## src/rtl/hazard_ctrl.sv

```systemverilog
// ---------------------------------------------------------------------------
// hazard_ctrl
//
// Hazard controller for the 5-stage core. It holds or squashes pipeline
// stages around three situations: outstanding data-memory accesses,
// load-use hazards and taken branches. It also selects the operand-forward
// source for the instruction in ID. A MEM_WAIT state with a timeout counter
// aborts data-bus accesses that never get an acknowledge.
//
// Optional feature macro: HAZARD_STATS_EN
//   defined   -> stall_cnt_o counts cycles with stall_if_o high, saturating
//   undefined -> stall_cnt_o is tied to 0
//
// Parameters
//   MEM_TIMEOUT  max MEM_WAIT cycles before abort (0 disables the timeout)
//
// Ports
//   clk_i, rst_i                    clock, synchronous active-high reset
//   id_rs1_i, id_rs2_i              ID source registers
//   id_use_rs1_i, id_use_rs2_i      ID instruction reads rs1 / rs2
//   ex_rd_i, ex_we_i, ex_is_load_i  EX destination, write enable, is load
//   ex_branch_taken_i               branch/jump resolved taken in EX
//   mem_rd_i, mem_we_i              MEM destination and write enable
//   mem_req_i, mem_ack_i            data-bus request active / acknowledge
//   stall_if_o .. stall_mem_o       hold the corresponding stage register
//   flush_id_o                      squash IF/ID
//   bubble_ex_o                     load a NOP into ID/EX
//   fwd_sel_a_o, fwd_sel_b_o        0 regfile, 1 EX result, 2 MEM result
//   mem_err_o                       one-cycle pulse on timeout abort
//   stall_cnt_o                     stall-cycle statistics counter
//   dbg_state_o                     current FSM state (0 RUN, 1 MEM_WAIT)
//
// Handshake: the data bus is a request/acknowledge pair. A request with a
// same-cycle acknowledge completes without stalling; otherwise the pipeline
// is held until the cycle in which mem_ack_i is seen, and is released in
// that same cycle.
// ---------------------------------------------------------------------------
module hazard_ctrl #(
    parameter int unsigned MEM_TIMEOUT = 16
) (
    input  logic        clk_i,
    input  logic        rst_i,
    input  logic [4:0]  id_rs1_i,
    input  logic [4:0]  id_rs2_i,
    input  logic        id_use_rs1_i,
    input  logic        id_use_rs2_i,
    input  logic [4:0]  ex_rd_i,
    input  logic        ex_we_i,
    input  logic        ex_is_load_i,
    input  logic        ex_branch_taken_i,
    input  logic [4:0]  mem_rd_i,
    input  logic        mem_we_i,
    input  logic        mem_req_i,
    input  logic        mem_ack_i,
    output logic        stall_if_o,
    output logic        stall_id_o,
    output logic        stall_ex_o,
    output logic        stall_mem_o,
    output logic        flush_id_o,
    output logic        bubble_ex_o,
    output logic [1:0]  fwd_sel_a_o,
    output logic [1:0]  fwd_sel_b_o,
    output logic        mem_err_o,
    output logic [31:0] stall_cnt_o,
    output logic        dbg_state_o
);

    // Wide enough to hold MEM_TIMEOUT; at least one bit when disabled.
    localparam int unsigned CW = (MEM_TIMEOUT > 0) ? $clog2(MEM_TIMEOUT + 1) : 1;

    typedef enum logic {
        RUN      = 1'b0,
        MEM_WAIT = 1'b1
    } state_t;

    state_t        state_q, state_d;
    logic [CW-1:0] wait_cnt_q, wait_cnt_d;

    logic          load_use;
    logic          timeout_hit;

    // -----------------------------------------------------------------------
    // Forwarding: EX result wins over MEM result. A load in EX has no data
    // yet, so it never forwards from EX.
    // -----------------------------------------------------------------------
    function automatic logic [1:0] fwd_sel(input logic [4:0] rs,
                                           input logic [4:0] ex_rd,
                                           input logic       ex_we,
                                           input logic       ex_ld,
                                           input logic [4:0] mem_rd,
                                           input logic       mem_we);
        logic [1:0] sel;
        sel = 2'd0;
        if (rs == 5'd0) begin
            sel = 2'd0;
        end else if (rs == ex_rd && ex_we && !ex_ld) begin
            sel = 2'd1;
        end else if (rs == mem_rd && mem_we) begin
            sel = 2'd2;
        end
        return sel;
    endfunction

    always_comb begin
        fwd_sel_a_o = fwd_sel(id_rs1_i, ex_rd_i, ex_we_i, ex_is_load_i, mem_rd_i, mem_we_i);
        fwd_sel_b_o = fwd_sel(id_rs2_i, ex_rd_i, ex_we_i, ex_is_load_i, mem_rd_i, mem_we_i);
    end

    // Load-use: the loaded value is only available once the load reaches MEM.
    always_comb begin
        load_use = ex_is_load_i && ex_we_i && (ex_rd_i != 5'd0) &&
                   ((id_use_rs1_i && (id_rs1_i == ex_rd_i)) ||
                    (id_use_rs2_i && (id_rs2_i == ex_rd_i)));
    end

    // The abort fires in the cycle where the counter would step onto
    // MEM_TIMEOUT-1, so mem_err_o lands on wait cycle MEM_TIMEOUT-1 counted
    // from the request cycle.
    always_comb begin
        timeout_hit = 1'b0;
        if (MEM_TIMEOUT != 0) begin
            timeout_hit = (32'(wait_cnt_q) + 32'd1) >= (MEM_TIMEOUT - 32'd1);
        end
    end

    // -----------------------------------------------------------------------
    // FSM next state and control outputs
    // -----------------------------------------------------------------------
    always_comb begin
        state_d     = state_q;
        wait_cnt_d  = wait_cnt_q;
        stall_if_o  = 1'b0;
        stall_id_o  = 1'b0;
        stall_ex_o  = 1'b0;
        stall_mem_o = 1'b0;
        flush_id_o  = 1'b0;
        bubble_ex_o = 1'b0;
        mem_err_o   = 1'b0;

        unique case (state_q)
            RUN: begin
                if (mem_req_i && !mem_ack_i) begin
                    stall_if_o  = 1'b1;
                    stall_id_o  = 1'b1;
                    stall_ex_o  = 1'b1;
                    stall_mem_o = 1'b1;
                    state_d     = MEM_WAIT;
                    wait_cnt_d  = '0;
                end else if (ex_branch_taken_i) begin
                    // The ID instruction is wrong-path, so a load-use hazard
                    // against it is irrelevant.
                    flush_id_o  = 1'b1;
                    bubble_ex_o = 1'b1;
                end else if (load_use) begin
                    stall_if_o  = 1'b1;
                    stall_id_o  = 1'b1;
                    bubble_ex_o = 1'b1;
                end
            end

            MEM_WAIT: begin
                // EX is frozen here, so branch and load-use are picked up
                // again once back in RUN.
                if (mem_ack_i) begin
                    state_d = RUN;
                end else if (timeout_hit) begin
                    mem_err_o = 1'b1;
                    state_d   = RUN;
                end else begin
                    stall_if_o  = 1'b1;
                    stall_id_o  = 1'b1;
                    stall_ex_o  = 1'b1;
                    stall_mem_o = 1'b1;
                    if (wait_cnt_q != {CW{1'b1}}) begin
                        wait_cnt_d = wait_cnt_q + 1'b1;
                    end
                end
            end

            default: begin
                state_d = RUN;
            end
        endcase
    end

    always_ff @(posedge clk_i) begin
        if (rst_i) begin
            state_q    <= RUN;
            wait_cnt_q <= '0;
        end else begin
            state_q    <= state_d;
            wait_cnt_q <= wait_cnt_d;
        end
    end

    assign dbg_state_o = state_q;

    // -----------------------------------------------------------------------
    // Stall statistics
    // -----------------------------------------------------------------------
`ifdef HAZARD_STATS_EN
    logic [31:0] stall_cnt_q, stall_cnt_d;

    always_comb begin
        stall_cnt_d = stall_cnt_q;
        if (stall_if_o && (stall_cnt_q != 32'hFFFF_FFFF)) begin
            stall_cnt_d = stall_cnt_q + 32'd1;
        end
    end

    always_ff @(posedge clk_i) begin
        if (rst_i) begin
            stall_cnt_q <= '0;
        end else begin
            stall_cnt_q <= stall_cnt_d;
        end
    end

    assign stall_cnt_o = stall_cnt_q;
`else
    assign stall_cnt_o = 32'd0;
`endif

endmodule

```

## config.mk

```make
export PLATFORM = sky130hd
export DESIGN_NAME = hazard_ctrl
export DESIGN_NICKNAME = d
export VERILOG_FILES = /design/src/rtl/hazard_ctrl.sv
export SDC_FILE = /design/constraint.sdc
export NUM_CORES = 1
export LEC_CHECK = 0
export BUFFER_PORTS_ARGS = -buffer_cell sky130_fd_sc_hd__buf_2
export CAP_MARGIN = 15
export CORE_MARGIN = 2
export CORE_UTILIZATION = 37
export CTS_BUF_LIST = sky130_fd_sc_hd__clkbuf_16
export DETAILED_ROUTE_END_ITERATION = 8
export PLACE_DENSITY = 0.74
export SLEW_MARGIN = 5
export SYNTH_ARGS = -nofsm -noshare
export SYNTH_HDL_FRONTEND = slang
export SYNTH_SLANG_ARGS = --single-unit
export TNS_END_PERCENT = 50
```

## constraint.sdc

```tcl
create_clock -name clk_i -period 1.92 [get_ports clk_i]
set_clock_uncertainty 0.05 [all_clocks]
set_input_delay 0.384 -clock clk_i [delete_from_list [all_inputs] [get_ports clk_i]]
set_output_delay 0.384 -clock clk_i [all_outputs]
set_load 0.005 [all_outputs]
```

Word level (Yosys, flattened, before mapping) --
Index checks and enable logic that the tools add are counted.
Operators by class: $add $sub $neg 2, magnitude comparators 1, equal/unequal tests 9, mux-type cells 28, bitwise operators 1, reductions and logical operators 19
Operator list (count):
- equality test 5 bit | 4
- 2-to-1 mux 5 bit | 4
- 2-to-1 mux 1 bit | 15
- logical AND 1 bit | 12
- 2-to-1 mux 2 bit | 6
- logical NOT 5 bit | 2
- case mux 5 bit (2 select lines) | 1
- adder 5 x 1 -> 6 bit, second input constant | 1
- greater-or-equal comparator 6 x 4 -> 1 bit, second input constant | 1
- != test 2 bit, second input constant | 3
- adder 5 x 1 -> 5 bit, second input constant | 1
- != test 5 bit, second input constant | 1
- nonzero test 5 bit | 1
- case mux 1 bit (2 select lines) | 2
- AND reduction 4 bit | 1
- logical NOT 1 bit | 2
- != test 2 x 1 -> 1 bit, second input constant | 1
- logical OR 1 bit | 1
- NOT 1 bit | 1
Storage, ports and cells: flip-flop bits (word level) 6, bits of input ports 30, word-level logic and storage cells 62

Logic depth before layout (Yosys ltp) --
Gate-level depths: netlist of run 1.
word-level depth 8, mapped depth 7, depth with buffers taken out 7

Least setup slack after synthesis of run 1 --
OpenSTA, ideal clock, no wires.
kind flip-flop to output port, start register wait_cnt_q[0], end output port stall_if_o, arrival 1691 ps, required time 1486 ps, setup slack -205 ps, cell stages (with the launch flop) 8, path buffers 1, cells stage by stage dfxtp_1 > ha_1 > and3_2 > ha_1 > a31oi_1 > a31oi_1 > o31ai_1 > buf_4
On the way: longest elaborated chain between the ends 5
Ends and longest elaborated chain:
- start: declaration | RTL line 77 | logic [CW-1:0] wait_cnt_q, wait_cnt_d;
- start signal: assignment | RTL line 192 | wait_cnt_q <= wait_cnt_d;
- adder 5 x 1 -> 6 bit | RTL line 122 | timeout_hit = (32'(wait_cnt_q) + 32'd1) >= (MEM_TIMEOUT - 32'd1);
- greater-or-equal comparator 6 x 4 -> 1 bit | RTL line 122
- 2-to-1 mux 1 bit (2 in a row)
- case mux 1 bit (2 select lines)
- end: declaration | RTL line 55 | output logic stall_if_o,
Every way passes these cells.

Final worst setup path of run 1 --
start register wait_cnt_q[1], end output port stall_id_o
On the way: longest elaborated chain between the ends 5
Ends and longest elaborated chain:
- adder 5 x 1 -> 6 bit | RTL line 122
- greater-or-equal comparator 6 x 4 -> 1 bit | RTL line 122
- 2-to-1 mux 1 bit | RTL line 166 | end else if (timeout_hit) begin
- 2-to-1 mux 1 bit | RTL line 164 | if (mem_ack_i) begin
- case mux 1 bit (2 select lines) | RTL line 140 | unique case (state_q)
- end: declaration | RTL line 56 | output logic stall_id_o,
Every way passes these cells.

==> results of run 1 <==
-- power groups by stage --
| stage | Combinational [uW] | Sequential (uW) | Clock [uW] |
|---|---|---|---|
| 6_report | 214 | 127 | 337 |
| 5_1_grt | 230 | 127 | 352 |
| 4_1_cts | 190 | 127 | 338 |
| 3_5_place_dp | 170 | 131 | 0 |
| 3_3_place_gp | 169 | 131 | 0 |
| 2_1_floorplan | 129 | 132 | 0 |
-- cells in the mapped netlist (all sizes together) (2+ instances only) --
| library cell | instances |
|---|---|
| inv | 4 |
| nor4b | 2 |
| nor2b | 2 |
| a31oi | 3 |
| and3 | 2 |
| o31ai | 2 |
| dfxtp | 6 |
| nand2b | 3 |
| buf | 34 |
| nor3 | 3 |
| o21ai | 2 |
| xor2 | 8 |
| o221ai | 2 |
| and2 | 2 |
| a311oi | 3 |
| nand4 | 4 |
| ha | 3 |
| nor2 | 9 |
| nand3 | 3 |
| nand2 | 5 |
| xnor2 | 12 |
| or4 | 5 |
| a21oi | 4 |
-- repair_timing --
item | in CTS | in global routing
setup buffers | 5 | 2
setup endpoints to repair | 13 | 15
gates resized for setup | 16 | 20
endpoints found under the hold margin | 0 | 0
cloned | 0 | 0
pin swaps | 14 | 10
-- placed cells by master (no fill, tap or decap), types with 4 or more instances in the layout --
cell type,n
buf_2,40
conb_1,32
buf_4,28
xor2_1,8
nor2_1,8
xnor2_2,7
xnor2_1,5
nand2_1,4
inv_1,4
nand4_1,4
buf_6,4
-- through the flow --
step	hold WS (ns)	util
after floorplan	0.396	-
after global placement	0.465	0.502
after detailed placement	0.475	0.502
after CTS	0.350	0.578
after global routing	0.379	0.621
final	0.374	0.621
-- flip-flops by register name, summed over array words and instances, names as in the netlist --
signal and count:
dbg_state_o 1, wait_cnt_q 5
-- kinds of logic (layout without fill, tap and decap cells) --
logic type,after synthesis,in the layout,synth area share
compound gates,22,22,0.179
flops,6,6,0.114
simple gates,43,43,0.244
buf+inv,38,79,0.257
other cells,1,32,0.00357
fa+ha+maj,3,3,0.0357
xor+xnor,20,20,0.167
-- layout make-up --
class | instances | area share
inverter | 4 | 0.00884
multi-input combinational | 120 | 0.580
tap | 31 | 0.0228
clock buffer | 3 | 0.0442
timing repair buffer | 72 | 0.268
sequential | 6 | 0.0759
-- per-layer routing --
| metal | track usage | wire [um] | vias up |
|---|---|---|---|
| li1 | - | - | 554 |
| met1 | 0.192 | 1220 | 534 |
| met2 | 0.307 | 1740 | 47 |
| met3 | 0.0567 | 187 | 6 |
| met4 | 0.0166 | 51 | 0 |
| met5 | 0 | 0 | - |
-- worst paths after layout --
path,startpoint,end,slack (ns),cells after the start
worst max-delay path,wait_cnt_q[1],stall_id_o,-0.26,8
worst min-delay path,rst_i,wait_cnt_q[0],0.37,2
worst max register to register,wait_cnt_q[1],wait_cnt_q[1],-0.23,8
worst min register to register,wait_cnt_q[1],wait_cnt_q[1],0.48,2
==> flow_metrics.tcl, run 1 <==
set metrics [dict create \
    outcome "complete, but fails checks" \
    violations "negative setup slack" \
    ys_top_cells_by_area "buf_4, dfxtp_1, xnor2_1, xor2_1, ha_1" \
    setup_viol 13 \
    hold_viol_final 0 \
    power.density_nw_per_um2 399 \
    placed_area_um2 1370 \
    vias 1141 \
    p_seq_frac 0.187 \
    grt_util_all_layers 0.166 \
    routed_wl_um 3200 \
    critical-path-top-delay-family "adder cells" \
    netlist.top_cell.by_area "buf_4" \
    synthCells 133 \
    slew_violations 0 \
    port_buffers 41 \
    insertion_delay_ns 0.23 \
    synth_seq_cells 6 \
    area_growth_syn_to_layout_pct 61.5 \
    p_int_uw 495 \
    clockBufferDepth 2 \
    endpoint_kind "primary output" \
    worst_slack_ns -0.263 \
    ctsHoldBuffers 0 \
    fmax_mhz 458 \
    core_um2 2730 \
    dieArea_um2 3280 \
    pwr-share-comb 0.316 \
    cp_common_cell "ha_4" \
    cts.clk_slew.worst_paths_ns 0.03 \
    multi_input_area_um2 985 \
    final_min_period_over_clock_period 1.14 \
    root_buffer "clkbuf_16" \
    grt_pass1_wl_um 4200 \
    grt_max_degree 9 \
    n_antenna_cell 0 \
    avgRoutedWirePerCell_um 13.6 \
    cp_data_required_time_ns 1.49 \
    path_cells "ha_4, and3_4, ha_4, a31oi_4, a31oi_1, buf_4, o31ai_4, buf_2" \
    ant_nets 0 \
    ys_seq_area_frac 0.114 \
    cts_tree "built" \
    synth_async_sr_flop_share 0 \
    dpl.hpwl_um 2140 \
    stdcell_area_um2 1700 \
    pre_cts_ws_ns -0.172 \
    instances_no_fill 236 \
    nFillCells 219 \
    gp_congestion 0.833 \
    drt_iter0_markers 37 \
    start_util 0.384 \
    dp.cells 226 \
    antenna_found_initial 0 \
    synth-edff-count 0 \
    leakagePower_uw 0.000785 \
    synth_flop_cell "dfxtp_1" \
    slowest_stage "dfxtp_4" \
    netlist_area_um2 1050 \
    p_clk_frac 0.497 \
    final_nets 240 \
    viasPerCell 4.83 \
    peakVddDrop_mv 0.868 \
    die_w_um 57.3 \
    fin_tns_setup_ns -2.06 \
    clock-sinks 6 \
    start_kind "register" \
    switching_share 0.270 \
    crit_type "reg2out" \
    switching_power_uw 183 \
    synth.distinct_cells 38 \
    rsz0062_at_grt "true" \
    firstDrtPassIters 4 \
    num_rows 19 \
    grt-ovfl-total 0 \
    die_height_um 57.3 \
    pin_count 74 \
    slowest_delay_ns 0.35 \
    yosysWarnings 0 \
    drv_cap 0 \
    finalPower_uw 678 \
    cts-buffers-inserted 3 \
    htreeDepth 1 \
    worstPathMaxFanout 4 \
    register_area_um2 129 \
    drcViolationCount 0 \
    grt_pass1_vias 1004 \
    min_period_ns 2.18 \
    drive_gt1_frac 0.546 \
    arrival_ns 1.75 \
    yosys.area.top_type_share 0.243 \
    crit_buf_inv 2 \
    avgSynthCellArea_um2 7.90 \
    min_path_type "in2reg" \
]
(Power assumes the default switching activity.)
==> run 2: changes to the inputs <==
--- a/config.mk
+++ b/config.mk
@@ -5,6 +5,7 @@
 export SDC_FILE = /design/constraint.sdc
 export NUM_CORES = 1
 export LEC_CHECK = 0
+export ABC_CLOCK_PERIOD_IN_PS = 1920
 export BUFFER_PORTS_ARGS = -buffer_cell sky130_fd_sc_hd__buf_2
 export CAP_MARGIN = 15
 export CORE_MARGIN = 2
==> constraint.sdc (replaced) <==
create_clock -name clk_i -period 1.92 [get_ports clk_i]
set_clock_uncertainty 0.05 [all_clocks]
set_input_delay 0.192 -clock clk_i [delete_from_list [all_inputs] [get_ports clk_i]]
set_output_delay 0.192 -clock clk_i [all_outputs]
set_load 0.005 [all_outputs]
==> flow_metrics.tcl, run 2 (same netlist as run 1, synthesis figures left out) <==
set metrics [dict create \
    outcome "complete, but fails checks" \
    violations "negative setup slack" \
    avgRoutedWirePerCell_um 12.8 \
    ctsHoldBuffers 0 \
    die_height_um 57.3 \
    dpl.hpwl_um 2140 \
    cp_common_cell "ha_4" \
    largest_reg_flops 5 \
    slowest_delay_ns 0.33 \
    final_cell_mix "buf_2, conb_1, xnor2_1" \
    final_min_period_over_clock_period 1.01 \
    pwr-share-comb 0.259 \
    root_buffer "clkbuf_16" \
    cts_tree "built" \
    clock-sinks 6 \
    pin_count 74 \
    drive_gt1_frac 0.435 \
    cts.clk_slew.worst_paths_ns 0.04 \
    hold_viol_final 0 \
    arrival_ns 2.02 \
    use_met2 0.292 \
    fin_tns_setup_ns -0.0752 \
    die_w_um 57.3 \
    cp_data_required_time_ns 2.00 \
    clockBufferDepth 2 \
    grt_util_all_layers 0.170 \
    viasPerCell 4.87 \
    top_usage_layer "met2" \
    rsz0062_at_grt "true" \
    routed_wl_um 2770 \
    ant_nets 0 \
    fmax_mhz 516 \
    drcViolationCount 0 \
    min_path_type "in2reg" \
    grt_use_met3 0.0680 \
    p_seq_frac 0.203 \
    start_kind "register" \
    switching_power_uw 165 \
    min_period_ns 1.94 \
    setup_viol 4 \
    port_buffers 41 \
    drt_iter0_markers 14 \
    slowest_stage "dfxtp_2" \
    switching_share 0.260 \
    endpoint_kind "register" \
    power.density_nw_per_um2 436 \
    final_nets 221 \
    grt-ovfl-total 0 \
    worst_slack_ns -0.0193 \
    n_antenna_cell 0 \
    p_clk_frac 0.538 \
    peakVddDrop_mv 0.499 \
    grt_use_met1 0.197 \
    grt_max_degree 9 \
    dieArea_um2 3280 \
    insertion_delay_ns 0.23 \
    gp_congestion 0.824 \
    num_rows 19 \
    worstPathMaxFanout 6 \
    crit_type "reg2reg" \
    fin_hold_ws_ns 0.188 \
    reg2reg_slack_ns -0.02 \
    area_growth_syn_to_layout_pct 38.5 \
    p_int_uw 470 \
    firstDrtPassIters 4 \
    grt_pass1_vias 968 \
    leakagePower_uw 0.000639 \
    layout_commonest_cell "buf_2" \
    htreeDepth 1 \
    cts-buffers-inserted 3 \
    slew_violations 0 \
    drv_cap 0 \
    start_util 0.384 \
    grt_pass1_wl_um 4290 \
    antenna_found_initial 0 \
    top_register "wait_cnt_q" \
    core_um2 2730 \
    vias 1057 \
    path_cells "ha_4, and3_4, ha_4, a311oi_4, nand2_2, o31a_1, a311oi_2" \
    post-route-util 0.532 \
]
[run 2: cell count changes in the layout (fill, tap and decap cells not counted), sizes merged]
cell	before	now
buf	72	53
[run 2: worst max-delay path, delay by kind of cell (launching register included)]
kind | cells | cell delay, ns
AND/OR/NAND/NOR | 2 | 0.31
flip-flops | 1 | 0.33
adder cells (fa/ha/maj) | 2 | 0.39
AO/OA/AOI/OAI | 3 | 0.77
[run 2: final timing paths]
check	start	end	cells past startpoint
setup / recovery	wait_cnt_q[0]	wait_cnt_q[3]	7
hold / removal	rst_i	wait_cnt_q[2]	2
setup reg to reg	wait_cnt_q[0]	wait_cnt_q[3]	7
hold reg to reg	wait_cnt_q[2]	wait_cnt_q[2]	1
[run 2: stage by stage]
stage | instances | area [um2] | worst slack (ns) | power (uW)
floorplan | 164 | 1190 | -0.00858 | 260
global placement | 212 | 1260 | 0.00349 | 284
detailed placement | 212 | 1260 | -0.0128 | 286
CTS | 217 | 1450 | -0.0361 | 637
global route | 217 | 1460 | -0.0723 | 664
finish | 217 | 1460 | -0.0193 | 635
[run 2: power by group through the flow]
stage | combinational, uW | sequential, uW | clock [uW]
after floorplan | 128 | 132 | 0
after global placement | 154 | 131 | 0
after detailed placement | 155 | 131 | 0
after CTS | 161 | 129 | 347
after global routing | 183 | 129 | 352
final | 164 | 129 | 341
[run 2: cell type report]
| class | count | area [um2] |
|---|---|---|
| tap | 31 | 38.8 |
| multi-input combinational | 120 | 900 |
| sequential | 6 | 124 |
| timing repair buffer | 53 | 303 |
| clock buffer | 3 | 75.1 |
| inverter | 4 | 15.0 |
| fill | 252 | 1280 |
[run 2: repair_timing]
item / in CTS / in global routing
setup buffers: 2 / 0
pin swaps: 5 / 4
gates resized for setup: 16 / 4
setup endpoints to repair: 6 / 8
hold endpoints to repair: 0 / 0
[run 2: routing by layer]
| layer | vias to the layer above | wire, um |
|---|---|---|
| li1 | 519 | - |
| met1 | 495 | 1120 |
| met2 | 39 | 1460 |
| met3 | 4 | 170 |
| met4 | 0 | 29 |
| met5 | - | 0 |
==> run 3: changes to the inputs <==
--- a/config.mk
+++ b/config.mk
@@ -10,7 +10,6 @@
 export CAP_MARGIN = 15
 export CORE_MARGIN = 2
 export CORE_UTILIZATION = 37
-export CTS_BUF_LIST = sky130_fd_sc_hd__clkbuf_16
 export DETAILED_ROUTE_END_ITERATION = 8
 export PLACE_DENSITY = 0.74
 export SLEW_MARGIN = 5
==> flow_metrics.tcl, run 3 (same netlist as run 1, synthesis figures left out) <==
set metrics [dict create \
    fmax_mhz 512 \
    pre_cts_ws_ns -0.0128 \
    min_path_type "in2reg" \
    die_height_um 57.3 \
    drv_cap 0 \
    slowest_stage "dfxtp_2" \
    hp-start "rst_i" \
    instances_no_fill 217 \
    endpoint_kind "primary output" \
    rsz0062_at_grt "true" \
    grt_use_met3 0.0658 \
    gp_congestion 0.824 \
    fin_hold_ws_ns 0.166 \
    worstPathMaxFanout 4 \
    grt_pass1_vias 950 \
    use_met2 0.287 \
    reg2reg_slack_ns -0.02 \
    avgRoutedWirePerCell_um 12.3 \
    cts-buffers-inserted 3 \
    drive_gt1_frac 0.430 \
    regToRegEndpoint "wait_cnt_q[1]" \
    power.density_nw_per_um2 294 \
    path_cells "ha_4, buf_6, nand2b_4, o21ai_4, a31oi_4, a31oi_4, o31ai_2, buf_2" \
    r2r_start "wait_cnt_q[0]" \
    min_period_ns 1.95 \
    pin_count 74 \
    stdcell_area_um2 1400 \
    grt_max_degree 9 \
    grt-ovfl-total 0 \
    crit_type "reg2out" \
    start_kind "register" \
    outcome "complete, but fails checks" \
    insertion_delay_ns 0.25 \
    root_buffer "clkbuf_4" \
    num_rows 19 \
    cp_common_cell "a31oi_4" \
    firstDrtPassIters 4 \
    port_buffers 41 \
    area_growth_syn_to_layout_pct 33.5 \
    final_nets 221 \
    routed_wl_um 2660 \
    setup_viol 3 \
    final_cell_mix "buf_2, conb_1, xnor2_1" \
    largest_reg_flops 5 \
    drcViolationCount 0 \
    n_antenna_cell 0 \
    die_w_um 57.3 \
    dieArea_um2 3280 \
    dpl.hpwl_um 2140 \
    top_register "wait_cnt_q" \
    top_usage_layer "met2" \
    cts_tree "built" \
    nFillCells 258 \
    worst_slack_ns -0.0318 \
    cts.clk_slew.worst_paths_ns 0.05 \
    r2r_cells 7 \
    clockBufferDepth 2 \
    leakagePower_uw 0.000619 \
    arrival_ns 1.71 \
    hold_path_depth 2 \
    slew_violations 0 \
    drt_iter0_markers 15 \
    post-route-util 0.513 \
    cp_data_required_time_ns 1.68 \
    vias 1040 \
    worstHoldEndpoint "wait_cnt_q[2]" \
    grt_use_met1 0.187 \
    antenna_found_initial 0 \
    final_min_period_over_clock_period 1.02 \
    htreeDepth 1 \
    slowest_delay_ns 0.33 \
    placed_area_um2 1260 \
    layout_commonest_cell "buf_2" \
    hold_viol_final 0 \
    grt_util_all_layers 0.162 \
    peakVddDrop_mv 0.334 \
    core_um2 2730 \
    clock-sinks 6 \
    ant_nets 0 \
    grt_pass1_wl_um 4110 \
    dp.cells 212 \
    violations "negative setup slack" \
    start_util 0.384 \
    viasPerCell 4.79 \
]
run 3: how the worst max path moves through the flow:
stage                        from       endpoint  depth (start not counted)
floorplan           wait_cnt_q[1]  wait_cnt_q[1]                          7
global placement    wait_cnt_q[1]  wait_cnt_q[1]                          7
detailed placement  wait_cnt_q[1]  wait_cnt_q[3]                          7
CTS                 wait_cnt_q[0]     stall_id_o                          8
global route        wait_cnt_q[1]     stall_if_o                          8
finish              wait_cnt_q[0]     stall_if_o                          8
run 3: report_power, final:
group	total [uW]	internal [uW]	switching, uW
Sequential	128	127	1.32
Clock	120	70.9	48.9
Combinational	164	74.3	89.3
run 3: routing by layer:
layer | routed length, um | share of wire
met5 | 0 | 0
met2 | 1390 | 0.52
met3 | 188 | 0.071
met4 | 0 | 0
met1 | 1090 | 0.41
run 3: repair_timing:
action                                  CTS  global route
endpoints found under the setup margin    6             9
pin swaps                                 6             2
buffers inserted                          2             0
hold buffers                              0             0
gates resized for setup                  15             4
run 3: critical path, delay by kind of cell, from the launching register on:
| family | cells | cell delay, ns |
|---|---|---|
| and+or+nand+nor | 1 | 0.14 |
| buffers and inverters | 2 | 0.25 |
| adders and majority gates | 1 | 0.16 |
| DFF | 1 | 0.33 |
| AOI/OAI and AO/OA | 4 | 0.58 |
run 3: area by class of cell:
class | count | area, um2 | area share
Sequential cell | 6 | 124 | 0.0883
Timing Repair Buffer | 53 | 303 | 0.216
Clock buffer | 3 | 22.5 | 0.0161
Inverter | 4 | 15.0 | 0.0107
Multi-Input combinational cell | 120 | 900 | 0.641
Tap cell | 31 | 38.8 | 0.0277
run 3: metrics by stage:
step           setup TNS, ns  power [uW]
2_1_floorplan       -0.00858         260
3_3_place_gp               0         284
3_5_place_dp         -0.0250         286
4_1_cts               -0.224         413
5_1_grt               -0.568         443
6_report             -0.0813         412
